<file path="config.mk">
export PLATFORM = sky130hd
export DESIGN_NAME = sixteen_way_scan_demux_flat
export DESIGN_NICKNAME = d
export VERILOG_FILES = /design/src/rtl/sixteen_way_scan_demux_if.sv /design/src/rtl/sixteen_way_scan_demux.sv /design/src/flat_wrapper.sv
export SDC_FILE = /design/constraint.sdc
export NUM_CORES = 1
export LEC_CHECK = 0
export BUFFER_PORTS_ARGS = -buffer_cell sky130_fd_sc_hd__buf_2
export CAP_MARGIN = 30
export CORE_ASPECT_RATIO = 1.75
export CORE_MARGIN = 3
export CORE_UTILIZATION = 45
export DETAILED_ROUTE_END_ITERATION = 10
export PLACE_DENSITY = 0.66
export SYNTH_ARGS = -nofsm -noshare
export SYNTH_HDL_FRONTEND = slang
export SYNTH_SLANG_ARGS = --single-unit
</file>
<file path="constraint.sdc">
create_clock -name clk -period 2.2 [get_ports clk]
set_clock_uncertainty 0.1 [all_clocks]
set_input_delay 0.22 -clock clk [delete_from_list [all_inputs] [get_ports clk]]
set_output_delay 0.22 -clock clk [all_outputs]
set_load 0.05 [all_outputs]
</file>
<file path="src/rtl/sixteen_way_scan_demux_if.sv">
// Handshake bundle for sixteen_way_scan_demux: serial input side and parallel frame output side.
interface sixteen_way_scan_demux_if;
  logic        in_bit;
  logic        in_valid;
  logic        in_ready;
  logic        in_sync;
  logic [3:0]  sel;
  logic [15:0] out_data;
  logic        out_valid;
  logic        out_ready;
  logic [7:0]  frame_cnt;
  logic        parity_err;

  modport master (
    output in_bit, in_valid, in_sync, out_ready,
    input  in_ready, sel, out_data, out_valid, frame_cnt, parity_err
  );

  modport slave (
    input  in_bit, in_valid, in_sync, out_ready,
    output in_ready, sel, out_data, out_valid, frame_cnt, parity_err
  );
endinterface

</file>
<file path="src/rtl/sixteen_way_scan_demux.sv">
// Serial-to-parallel 16-way demux with a one-frame holding slot and valid/ready output.
// Optional macro DEMUX_PARITY_EN adds a 17th even-parity bit per frame and drives parity_err.
module sixteen_way_scan_demux #(
  parameter bit MSB_FIRST     = 1'b0,
  parameter bit CLEAR_ON_SYNC = 1'b1
) (
  input  logic                    clk,
  input  logic                    reset,
  sixteen_way_scan_demux_if.slave bus
);

`ifdef DEMUX_PARITY_EN
  localparam int unsigned IDX_W    = 5;
  localparam int unsigned LAST_IDX = 16;
`else
  localparam int unsigned IDX_W    = 4;
  localparam int unsigned LAST_IDX = 15;
`endif
  localparam int unsigned DATA_W = 16;
  localparam int unsigned CNT_W  = 8;

  typedef enum logic {
    COLLECT = 1'b0,
    FULL    = 1'b1
  } state_e;

  state_e              state_q;
  logic [IDX_W-1:0]    idx_q;
  logic [DATA_W-1:0]   work_q;
  logic [DATA_W-1:0]   out_data_q;
  logic                out_valid_q;
  logic [CNT_W-1:0]    frame_cnt_q;

  logic                accept_c;
  logic                take_c;
  logic                slot_free_c;
  logic                last_c;
  logic [IDX_W-1:0]    idx_c;
  logic [3:0]          ch_c;
  logic [DATA_W-1:0]   work_d;

`ifdef DEMUX_PARITY_EN
  logic parity_err_q;
  logic pend_err_q;
  logic par_err_c;
`endif

  // Merge the incoming bit into the working register at its mapped channel.
  always_comb begin
    accept_c    = bus.in_valid & (state_q == COLLECT);
    take_c      = out_valid_q & bus.out_ready;
    slot_free_c = ~out_valid_q | bus.out_ready;
    idx_c       = bus.in_sync ? '0 : idx_q;
    ch_c        = MSB_FIRST ? 4'(4'd15 - idx_c[3:0]) : idx_c[3:0];
    last_c      = (idx_c == IDX_W'(LAST_IDX));
    work_d      = (bus.in_sync && CLEAR_ON_SYNC) ? '0 : work_q;
`ifdef DEMUX_PARITY_EN
    if (idx_c < IDX_W'(DATA_W)) begin
      work_d[ch_c] = bus.in_bit;
    end
    par_err_c = (^work_d) ^ bus.in_bit;
`else
    work_d[ch_c] = bus.in_bit;
`endif
  end

  always_ff @(posedge clk) begin
    if (reset) begin
      state_q     <= COLLECT;
      idx_q       <= '0;
      work_q      <= '0;
      out_data_q  <= '0;
      out_valid_q <= 1'b0;
      frame_cnt_q <= '0;
`ifdef DEMUX_PARITY_EN
      parity_err_q <= 1'b0;
      pend_err_q   <= 1'b0;
`endif
    end else begin
      // A load below overrides this clear when a new frame lands in the same cycle.
      if (take_c) begin
        out_valid_q <= 1'b0;
      end
      case (state_q)
        COLLECT: begin
          if (accept_c) begin
            if (last_c) begin
              idx_q <= '0;
              if (slot_free_c) begin
                out_data_q  <= work_d;
                out_valid_q <= 1'b1;
                frame_cnt_q <= frame_cnt_q + CNT_W'(1);
                work_q      <= '0;
`ifdef DEMUX_PARITY_EN
                parity_err_q <= par_err_c;
`endif
              end else begin
                state_q <= FULL;
                work_q  <= work_d;
`ifdef DEMUX_PARITY_EN
                pend_err_q <= par_err_c;
`endif
              end
            end else begin
              work_q <= work_d;
              idx_q  <= idx_c + IDX_W'(1);
            end
          end else if (bus.in_sync) begin
            idx_q <= '0;
            if (CLEAR_ON_SYNC) begin
              work_q <= '0;
            end
          end
        end
        FULL: begin
          if (slot_free_c) begin
            out_data_q  <= work_q;
            out_valid_q <= 1'b1;
            frame_cnt_q <= frame_cnt_q + CNT_W'(1);
            work_q      <= '0;
            state_q     <= COLLECT;
`ifdef DEMUX_PARITY_EN
            parity_err_q <= pend_err_q;
`endif
          end
        end
        default: state_q <= COLLECT;
      endcase
    end
  end

  assign bus.in_ready  = (state_q == COLLECT);
  assign bus.sel       = idx_q[3:0];
  assign bus.out_data  = out_data_q;
  assign bus.out_valid = out_valid_q;
  assign bus.frame_cnt = frame_cnt_q;
`ifdef DEMUX_PARITY_EN
  assign bus.parity_err = parity_err_q;
`else
  assign bus.parity_err = 1'b0;
`endif

endmodule

</file>
<file path="src/flat_wrapper.sv">
// flat-port wrapper written by rule: the top's interface ports become plain ports
module sixteen_way_scan_demux_flat 
#(
  parameter bit MSB_FIRST     = 1'b0,
  parameter bit CLEAR_ON_SYNC = 1'b1
)
  (clk, reset, bus_in_bit, bus_in_valid, bus_in_sync, bus_out_ready, bus_in_ready, bus_sel, bus_out_data, bus_out_valid, bus_frame_cnt, bus_parity_err);
  sixteen_way_scan_demux_if bus_i ();
  input  logic clk;
  input  logic reset;
  input wire logic [$bits(bus_i.in_bit)-1:0] bus_in_bit;
  input wire logic [$bits(bus_i.in_valid)-1:0] bus_in_valid;
  input wire logic [$bits(bus_i.in_sync)-1:0] bus_in_sync;
  input wire logic [$bits(bus_i.out_ready)-1:0] bus_out_ready;
  output wire logic [$bits(bus_i.in_ready)-1:0] bus_in_ready;
  output wire logic [$bits(bus_i.sel)-1:0] bus_sel;
  output wire logic [$bits(bus_i.out_data)-1:0] bus_out_data;
  output wire logic [$bits(bus_i.out_valid)-1:0] bus_out_valid;
  output wire logic [$bits(bus_i.frame_cnt)-1:0] bus_frame_cnt;
  output wire logic [$bits(bus_i.parity_err)-1:0] bus_parity_err;
  assign bus_i.in_bit = bus_in_bit;
  assign bus_i.in_valid = bus_in_valid;
  assign bus_i.in_sync = bus_in_sync;
  assign bus_i.out_ready = bus_out_ready;
  assign bus_in_ready = bus_i.in_ready;
  assign bus_sel = bus_i.sel;
  assign bus_out_data = bus_i.out_data;
  assign bus_out_valid = bus_i.out_valid;
  assign bus_frame_cnt = bus_i.frame_cnt;
  assign bus_parity_err = bus_i.parity_err;
  sixteen_way_scan_demux #(.MSB_FIRST(MSB_FIRST), .CLEAR_ON_SYNC(CLEAR_ON_SYNC)) u_core (.clk(clk), .reset(reset), .bus(bus_i));
endmodule
</file>
# [Word level (Yosys, flattened, before mapping)]
# Cells that the tools add are included.
[op_classes] order_cmp=2 eq_ne=5 reduce_logical=3 n_mux=30 addsub=2 bitwise=5
[ops] cell="16-bit 2-to-1 mux" n=9
[ops] cell="16-bit one-hot mux with 2 select lines" n=2
[ops] cell="8-bit 2-to-1 mux" n=3
[ops] cell="16-bit bitwise mux" n=1
[ops] cell="8-bit one-hot mux with 2 select lines" n=1
[ops] cell="4-bit 2-to-1 mux" n=3
[ops] cell="8-bit by 1-bit adder with 8-bit output, second input constant" n=1
[ops] cell="1-bit 2-to-1 mux" n=8
[ops] cell="2-bit by 1-bit inequality test with 1-bit output, second input constant" n=3
[ops] cell="4-bit by 5-bit < comparator with 1-bit output, second input constant" n=1
[ops] cell="4-bit by 1-bit adder with 4-bit output, second input constant" n=1
[ops] cell="1-bit demux with 4-bit select" n=1
[ops] cell="4-bit == test, second input constant" n=1
[ops] cell="4-bit by 1-bit greater-or-equal comparator with 1-bit output, second input constant" n=1
[ops] cell="1-bit one-hot mux with 2 select lines" n=2
[ops] cell="4-bit AND reduction" n=1
[ops] cell="1-bit AND" n=2
[ops] cell="2-bit inequality test, second input constant" n=1
[ops] cell="1-bit NOT" n=2
[ops] cell="2-bit AND reduction" n=1
[ops] cell="1-bit logical AND" n=1
[ops] cell="1-bit bitwise OR" n=1
[totals] out_inout_bits=31 reg_bits=46 input_bits=6

# [Depth between registers and ports, before layout]
# Gate-level depths: netlist of run 1.
[depth] ltp_word=10 depth_mapped=8 mapped_depth_nobuf=7

# [Worst setup path after synthesis of run 1]
# Ideal clock, no wire load.
[synth_path] path_type="register to register" from="register u_core.idx_q[0] (netlist: u_core.bus.sel[0])" to="register u_core.out_data_q[1] (netlist: u_core.bus.out_data[1])" path_slack_ns=0.036 setup_ns=0.127 arrival_ns=1.937 synth_period_minus_slack_ns=2.164 t_required_ns=1.973 path_stages_with_launch=9 path_cell_list="dfxtp_1 > clkbuf_1 > inv_1 > nor2_1 > ha_1 > nor3b_1 > o32ai_1 > o2111ai_1 > o21ai_0"
[synth_via] elab_chain_cells=10 word_cells_on_any_way=14 classes_between="order compare (2); eq/ne (2); mux (8); reduce/logical (2)"
[synth_rtl] element="from (decl)" line="sixteen_way_scan_demux.sv:28" source="logic [IDX_W-1:0] idx_q;"
[synth_rtl] element="from (signal assigned)" line="sixteen_way_scan_demux.sv:106" source="idx_q <= idx_c + IDX_W'(1);"
[synth_rtl] element="4-bit 2-to-1 mux (*)"
[synth_rtl] element="4-bit by 5-bit < comparator with 1-bit output (not written as such) or 4-bit by 1-bit greater-or-equal comparator with 1-bit output (tied branches)" line="sixteen_way_scan_demux.sv:63" source="work_d[ch_c] = bus.in_bit;"
[synth_rtl] element="1-bit logical AND (not written as such)" line="sixteen_way_scan_demux.sv:63"
[synth_rtl] element="1-bit 2-to-1 mux (not written as such)" line="sixteen_way_scan_demux.sv:63"
[synth_rtl] element="1-bit demux with 4-bit select"
[synth_rtl] element="16-bit bitwise mux" line="sixteen_way_scan_demux.sv:63"
[synth_rtl] element="16-bit 2-to-1 mux" line="sixteen_way_scan_demux.sv:89" source="if (slot_free_c) begin"
[synth_rtl] element="16-bit 2-to-1 mux" line="sixteen_way_scan_demux.sv:87" source="if (last_c) begin"
[synth_rtl] element="16-bit 2-to-1 mux" line="sixteen_way_scan_demux.sv:86" source="if (accept_c) begin"
[synth_rtl] element="16-bit one-hot mux with 2 select lines" line="sixteen_way_scan_demux.sv:84" source="case (state_q)"
[synth_rtl] element="to (signal assigned)" line="sixteen_way_scan_demux.sv:90" source="out_data_q <= work_d;"
[synth_rtl] element="to (signal assigned)" line="sixteen_way_scan_demux.sv:117" source="out_data_q <= work_q;"
[synth_rtl] element="to (decl)" line="sixteen_way_scan_demux.sv:30" source="logic [DATA_W-1:0] out_data_q;"
# Every way passes the cells marked *; elsewhere a longest branch is shown, timed or not. The select of a mux whose other input is x is not followed.
# A chain may end at the register's enable or synchronous reset.

# [Final worst setup path of run 1]
# Ends and elaborated chain as after synthesis.

==> run metrics, run 1 <==
power after layout 1.46 mW; warning count from the yosys run 0; die area 6130 µm²; insertion delay to the later sink of the worst-skew pair around 0.3 ns; Clock Pin Slew Worst Setup and Hold Paths 0.09 ns; deepest clock path buffer count 2; die height between 100 and 150 µm; post-synthesis sequential element count 46; Post-CTS Hold Buffers 0; Worst Setup Slack, final 0.338 ns; clock period minus final worst setup slack around 1.9 ns; Setup Total Neg Slack 0 ns; Main synth FF type sky130_fd_sc_hd__dfxtp_1; maxcap violations 0; final net count 313; Die W around 60 µm; net count after synthesis ~280; startpoint type of the worst setup path flip-flop; number of synthesized flops with an enable pin 0; Period Utilization, post-route 0.846; cell count after placement about 350; Routed wire per std cell 16.4 µm; combined area of all synthesized cells 2340 µm²; overall global routing resource usage 0.211; transition time at the pin with the least slew margin 0.578 ns; share of async-settable or async-resettable flops after synthesis 0; signed area change from the synthesized netlist to the final layout 13.9%; register area 922 µm²; run status complete, no violations; CORE AREA ~5000 µm²; cell type with the largest total area after synthesis sky130_fd_sc_hd__dfxtp_1; setup repair after global routing missed its margin false; Post-route DRC 0; Unique masters post-synth 59; number of vias in the routed layout 2169; number of cells in the finished layout apart from fillers 360; GR Overflow Total 0; IR drop worst, VDD 0.373 mV; starting utilization of the core area 0.470; number of antenna violations at the first check in global routing 0; root buf cell sky130_fd_sc_hd__clkbuf_8; row count 34; Max Transition Viols Final 0; Routability Congestion 0.881; top area cells in the synthesized netlist sky130_fd_sc_hd__dfxtp_1 39%, sky130_fd_sc_hd__a21oi_1 4.7%, sky130_fd_sc_hd__a31o_2 2.6%; Max-slew headroom 0.612; leakage dissipation 1.08 nW; number of antenna cells inserted 0; via count of the first global-routing pass 2014; fraction of final layout cells sized beyond drive strength 1 0.252; cts bufs inserted 5; total length of routed wires 5900 µm; fraction of post-synthesis cell area in the top cell type by area 0.394; detailed-routing iteration count for the pre-antenna-repair pass 4; Syn Inst Count 273; Setup Crit Path Kind flip-flop to flip-flop; count of fill cells added during filler insertion 475; per-instance average area after synthesis approximately 8.6 µm²; share of the yosys chip area belonging to registers 0.394; vias per cell 6.03; fmax ~0.54 GHz; path class of the lowest-slack min-delay path primary input to flip-flop; final number of hold-violating endpoints 0; pin count of the biggest net entering global routing 24; worst slack, placed ~0.26 ns; arrival time at the worst endpoint 1.94 ns; final count of negative-setup-slack endpoints 0; remaining antenna violation count after routing 0; number of I/O port buffers 35; Clock H-tree levels 2; Top Ports 37; TritonCTS clock tree built; first-pass GRT wire length around 9800 µm; sort of element at the end of the critical path flip-flop; CP required between 2 and 2.5 ns; number of clock sinks seen by CTS 46; total power density per cell area about 550 nW/µm²; First DRT Iteration DRCs 130; Post CTS Setup Buffer Count 0; crit-path max FO 12; DPL Wire Length 4310 µm; multi-input combinational cell area between 1000 and 1500 µm²
-- where the power goes --
part	internal, mW	switching (mW)	leakage [nW]
sequential	0.835	0.00452	0.371
combinational	0.0318	0.0683	0.665
clock	0.225	0.293	0.0452
total	1.09	0.366	1.08
-- synthesized netlist by cell type (all sizes together), types with 2 or more instances --
master / count
dfxtp: 46
a21oi: 23
clkbuf: 16
inv: 15
nand2: 15
nor2: 15
o21ai: 11
buf: 9
a21boi: 8
o22ai: 8
a31o: 7
nand3: 6
nand4: 6
o211a: 6
and2: 5
nor2b: 5
o31ai: 5
or4: 5
mux2i: 4
or3b: 4
a211oi: 3
a22o: 3
a31oi: 3
nand2b: 3
nor3: 3
o2111ai: 3
a22oi: 2
a311oi: 2
and4: 2
ha: 2
mux2: 2
nor4b: 2
o221a: 2
o2bb2ai: 2
o31a: 2
or3: 2
-- final timing paths --
kind,to,cells past startpoint,slack [ns],startpoint
max reg2reg,u_core.bus.out_data[1]$_SDFFE_PP0P_,7,0.34,u_core.bus.sel[0]$_SDFFE_PP0N_
min reg2reg,u_core.work_q[8]$_SDFFE_PP0P_,2,0.36,u_core.work_q[8]$_SDFFE_PP0P_
min,u_core.bus.sel[0]$_SDFFE_PP0N_,2,0.09,reset
max,u_core.bus.out_data[1]$_SDFFE_PP0P_,7,0.34,u_core.bus.sel[0]$_SDFFE_PP0N_
-- metrics by stage --
step            util  area [µm²]  hold slack [ns]
3_5_place_dp   0.518        2580            0.351
5_1_grt        0.535        2660           0.0943
3_3_place_gp   0.518        2580            0.343
4_1_cts        0.535        2660           0.0872
2_1_floorplan      -        2340            0.263
6_report       0.535        2660           0.0923
-- layout by cell type (no fill, tap or decap), types with 4 or more instances in the layout --
cell	count
sky130_fd_sc_hd__a31o_2	7
sky130_fd_sc_hd__mux2i_1	4
sky130_fd_sc_hd__nand2_1	15
sky130_fd_sc_hd__nand3_1	6
sky130_fd_sc_hd__nor2_1	15
sky130_fd_sc_hd__or4_1	5
sky130_fd_sc_hd__a21boi_0	8
sky130_fd_sc_hd__buf_4	15
sky130_fd_sc_hd__nor2b_1	5
sky130_fd_sc_hd__o22ai_1	8
sky130_fd_sc_hd__o21ai_0	10
sky130_fd_sc_hd__clkbuf_8	5
sky130_fd_sc_hd__o31ai_1	5
sky130_fd_sc_hd__and2_1	4
sky130_fd_sc_hd__o211a_1	6
sky130_fd_sc_hd__buf_2	35
sky130_fd_sc_hd__or3b_2	4
sky130_fd_sc_hd__dfxtp_1	45
sky130_fd_sc_hd__inv_1	15
sky130_fd_sc_hd__a21oi_1	22
sky130_fd_sc_hd__nand4_1	6
-- kinds of logic (layout without fill, tap and decap cells) --
logic type                 after synthesis  in the layout  share of synthesized area
AOI/OAI and AO/OA                       98             98                      0.299
and+or+nand+nor                         80             80                      0.194
DFF                                     46             46                      0.394
buffers and inverters                   40             73                     0.0744
muxes                                    6              6                     0.0268
adders and majority gates                2              2                     0.0107
other                                    1              1                    0.00160
-- worst max-delay path, cell delays in order, from the launching register on --
cell and delay (ns):
sky130_fd_sc_hd__dfxtp_2 0.44, sky130_fd_sc_hd__inv_1 0.10, sky130_fd_sc_hd__nor2_1 0.17, sky130_fd_sc_hd__ha_1 0.25, sky130_fd_sc_hd__nor3b_1 0.22, sky130_fd_sc_hd__o32ai_1 0.13
sky130_fd_sc_hd__o2111ai_1 0.22, sky130_fd_sc_hd__o21ai_0 0.11
-- cell type report --
cell class                 instances  share of cell area
clock inverter                     2             0.00517
sequential                        46               0.346
timing repair buffer              50               0.108
tap                               54              0.0254
clock buffer                       6              0.0272
inverter                          15              0.0211
multi-input combinational        187               0.467
-- flip-flops by register name (all words and copies together), names as in the netlist --
| signal | count |
|---|---|
| u_core.state_q | 1 |
| u_core.work_q | 16 |
| u_core.bus.out_data | 16 |
| u_core.bus.frame_cnt | 8 |
| u_core.bus.sel | 4 |
| u_core.bus.out_valid | 1 |
-- layer usage --
metal  vias up  share of wire  global-route usage
met2        57           0.50               0.346
li1       1078              -                   -
met5         -              0                   0
met3        11          0.048              0.0332
met1      1023           0.43               0.273
met4         0          0.022              0.0835
-- timing repair --
| item | 4_1_cts | 5_1_grt |
|---|---|---|
| endpoints found under the setup margin | 0 | 1 |
| hold endpoints to repair | 0 | 0 |
| gates resized for setup | 0 | 1 |
(Power assumes the default switching activity.)
==> run 2, diff against run 1 <==
--- a/config.mk
+++ b/config.mk
@@ -11,7 +11,7 @@
 export CORE_MARGIN = 3
 export CORE_UTILIZATION = 45
 export DETAILED_ROUTE_END_ITERATION = 10
-export PLACE_DENSITY = 0.66
+export PLACE_DENSITY = 0.68
 export SYNTH_ARGS = -nofsm -noshare
 export SYNTH_HDL_FRONTEND = slang
 export SYNTH_SLANG_ARGS = --single-unit
==> constraint.sdc (replaced) <==
create_clock -name clk -period 1.5 [get_ports clk]
set_clock_uncertainty 0.1 [all_clocks]
set_input_delay 0.15 -clock clk [delete_from_list [all_inputs] [get_ports clk]]
set_output_delay 0.15 -clock clk [all_outputs]
set_load 0.05 [all_outputs]
==> run metrics, run 2 (synthesized netlist as in run 1, its figures left out) <==
run status finished, violations left; violations in the final reports negative setup slack; Final Cell Area 3920 µm² (+47%); deepest clock path buffer count 2 (unchanged); clock share of power 0.373 (+0.018); fmax 0.595 GHz (+11%); power after layout 2.45 mW (+68%); Sw Share 0.252 (+0.000485); number of clock sinks seen by CTS 46 (unchanged); die height 101 µm (unchanged); via count of the first global-routing pass 2457 (+22%); combinational share of power 0.129 (+0.060); gate family responsible for the most delay along the worst path compound AO/OA/AOI/OAI gates; detailed-routing iteration count for the pre-antenna-repair pass 4 (unchanged); number of vias in the routed layout 2689 (+24%); sequential power share 0.498 (-0.078); crit-path max FO 6 (-6); total stage count of the critical path 7 (unchanged); post-layout utilization of the core 0.787 (+0.252); CP required 1.59 ns (-0.69 ns); WP buf/inv 3 (+2); commonest non-fill, non-tap cells in the layout 57 x sky130_fd_sc_hd__buf_4, 36 x sky130_fd_sc_hd__dfxtp_1, 35 x sky130_fd_sc_hd__buf_2, 17 x sky130_fd_sc_hd__buf_6; Internal Power 1.84 mW (+68%); Clock H-tree levels 2 (unchanged); insertion delay to the later sink of the worst-skew pair 0.31 ns (about the same); crit path from u_core.bus.sel[0]$_SDFFE_PP0N_; Worst Setup Slack, final -0.180 ns (-0.518 ns); cts bufs inserted 5 (unchanged); critical-path cell with the highest stage delay sky130_fd_sc_hd__dfxtp_4; final count of negative-setup-slack endpoints 35 (+35); placed standard-cell area 3110 µm² (+21%); leakage dissipation 1.61 nW (+49%); setup repair after global routing missed its margin true; Max Transition Viols Final 0 (unchanged); total power density per cell area 626 nW/µm² (+14%); IR drop worst, VDD 0.633 mV (+70%); cell-by-cell listing of the critical path buf_12 -> buf_6 -> nand2_4 -> o31a_4 -> buf_6 -> a21boi_2 -> o22ai_1; worst min-delay path startpoint bus_in_bit; sort of element at the end of the critical path flip-flop; Reg2Reg Depth 7 (unchanged); maxcap violations 0 (unchanged); vias per cell 6.27 (+4.0%); final net count 382 (+22%); number of I/O port buffers 35 (unchanged); Clock Pin Slew Worst Setup and Hold Paths 0.08 ns (about the same); start of the worst register-to-register path u_core.bus.sel[0]$_SDFFE_PP0N_; die area 6130 µm² (unchanged); number of antenna cells inserted 0 (unchanged); fraction of final layout cells sized beyond drive strength 1 0.597 (+0.346); First DRT Iteration DRCs 139 (+6.9%); Top Ports 37 (unchanged); starting utilization of the core area 0.470 (unchanged); number of antenna violations at the first check in global routing 0 (unchanged); library cell appearing most often on the critical path sky130_fd_sc_hd__buf_6; multi-input combinational cell area 1720 µm² (+38%); remaining antenna violation count after routing 0 (unchanged); clock period minus final worst setup slack 1.68 ns (-0.182 ns); net switching power 618 µW (+69%); count of fill cells added during filler insertion 298 (-37%); CORE AREA 4980 µm² (unchanged); pin count of the biggest net entering global routing 25 (+4.2%); arrival time at the worst endpoint 1.77 ns (-0.17 ns); TritonCTS clock tree built; path class of the lowest-slack min-delay path primary input to flip-flop; hold slack 0.251 ns (+0.158 ns); total length of routed wires 8820 µm (+49%); row count 34 (unchanged); Setup Crit Path Kind flip-flop to flip-flop; root buf cell sky130_fd_sc_hd__clkbuf_8; final number of hold-violating endpoints 0 (unchanged); Die W 60.5 µm (unchanged); first-pass GRT wire length 11800 µm (+20%); overall global routing resource usage 0.255 (+0.0441); GR Overflow Total 0 (unchanged); register area 948 µm² (+2.8%); signed area change from the synthesized netlist to the final layout 67.5%; Routability Congestion 0.905 (+2.8%); startpoint type of the worst setup path flip-flop; Post-route DRC 0 (unchanged); Period Utilization, post-route 1.12 (+0.273); Setup Total Neg Slack -2.52 ns (-2.52 ns); DPL Wire Length 5080 µm (+18%); leading cell type in the layout, fill and taps excluded sky130_fd_sc_hd__buf_4; Routed wire per std cell 20.6 µm (+25%); biggest cell delay along the critical path 0.39 ns (-0.05 ns); worst hold path cell count 3 (+1)
-- run 2: changes by cell type in the layout (fill, tap and decap cells not counted), moves of 9 or more --
cell / delta
sky130_fd_sc_hd__buf_4: +42
sky130_fd_sc_hd__buf_6: +17
sky130_fd_sc_hd__a21oi_1: -9
sky130_fd_sc_hd__dfxtp_1: -9
-- run 2: what timing repair did --
item | 4_1_cts | 5_1_grt
endpoints found under the setup margin | 40 | 44
hold endpoints to repair | 0 | 0
gates cloned | 3 | 1
hold buffers | 0 | 0
pin swaps | 27 | 28
setup buffers | 8 | 11
gates resized for setup | 57 | 57
-- run 2: worst paths after layout --
path / endpoint / slack, ns
max reg2reg: u_core.work_q[14]$_SDFFE_PP0P_ / -0.18
min: u_core.work_q[15]$_SDFFE_PP0P_ / 0.25
max: u_core.work_q[14]$_SDFFE_PP0P_ / -0.18
min reg2reg: u_core.bus.out_data[1]$_SDFFE_PP0P_ / 0.36
-- run 2: final cells by class --
type                       instances  share of cell area
inverter                          15              0.0160
sequential                        46               0.242
multi-input combinational        187               0.439
tap                               54              0.0172
timing repair buffer             119               0.258
clock buffer                       8              0.0284
-- run 2: layer usage --
metal	vias to the layer above	global-route usage	wire, µm
li1	1219	-	-
met1	1336	0.274	3190
met2	100	0.468	4730
met3	34	0.0281	392
met4	0	0.134	499
met5	-	0	0
-- run 2: power groups by stage --
stage               Combinational, mW  Clock [mW]  Sequential [mW]
global route                    0.332       0.961             1.22
finish                          0.317       0.914             1.22
global placement                0.229           0             1.25
floorplan                       0.118           0             1.26
detailed placement              0.231           0             1.25
CTS                             0.261       0.916             1.22
-- run 2: metrics by stage --
stage	setup WS, ns	cells
after global routing	-0.209	429
after CTS	-0.113	418
after detailed placement	-0.164	399
after global placement	-0.154	399
final	-0.180	429
after floorplan	-0.236	273
-- run 2: worst min-delay path, cell delays in order --
cell and delay [ns]:
sky130_fd_sc_hd__buf_2 0.11, sky130_fd_sc_hd__buf_4 0.17, sky130_fd_sc_hd__a32o_1 0.18
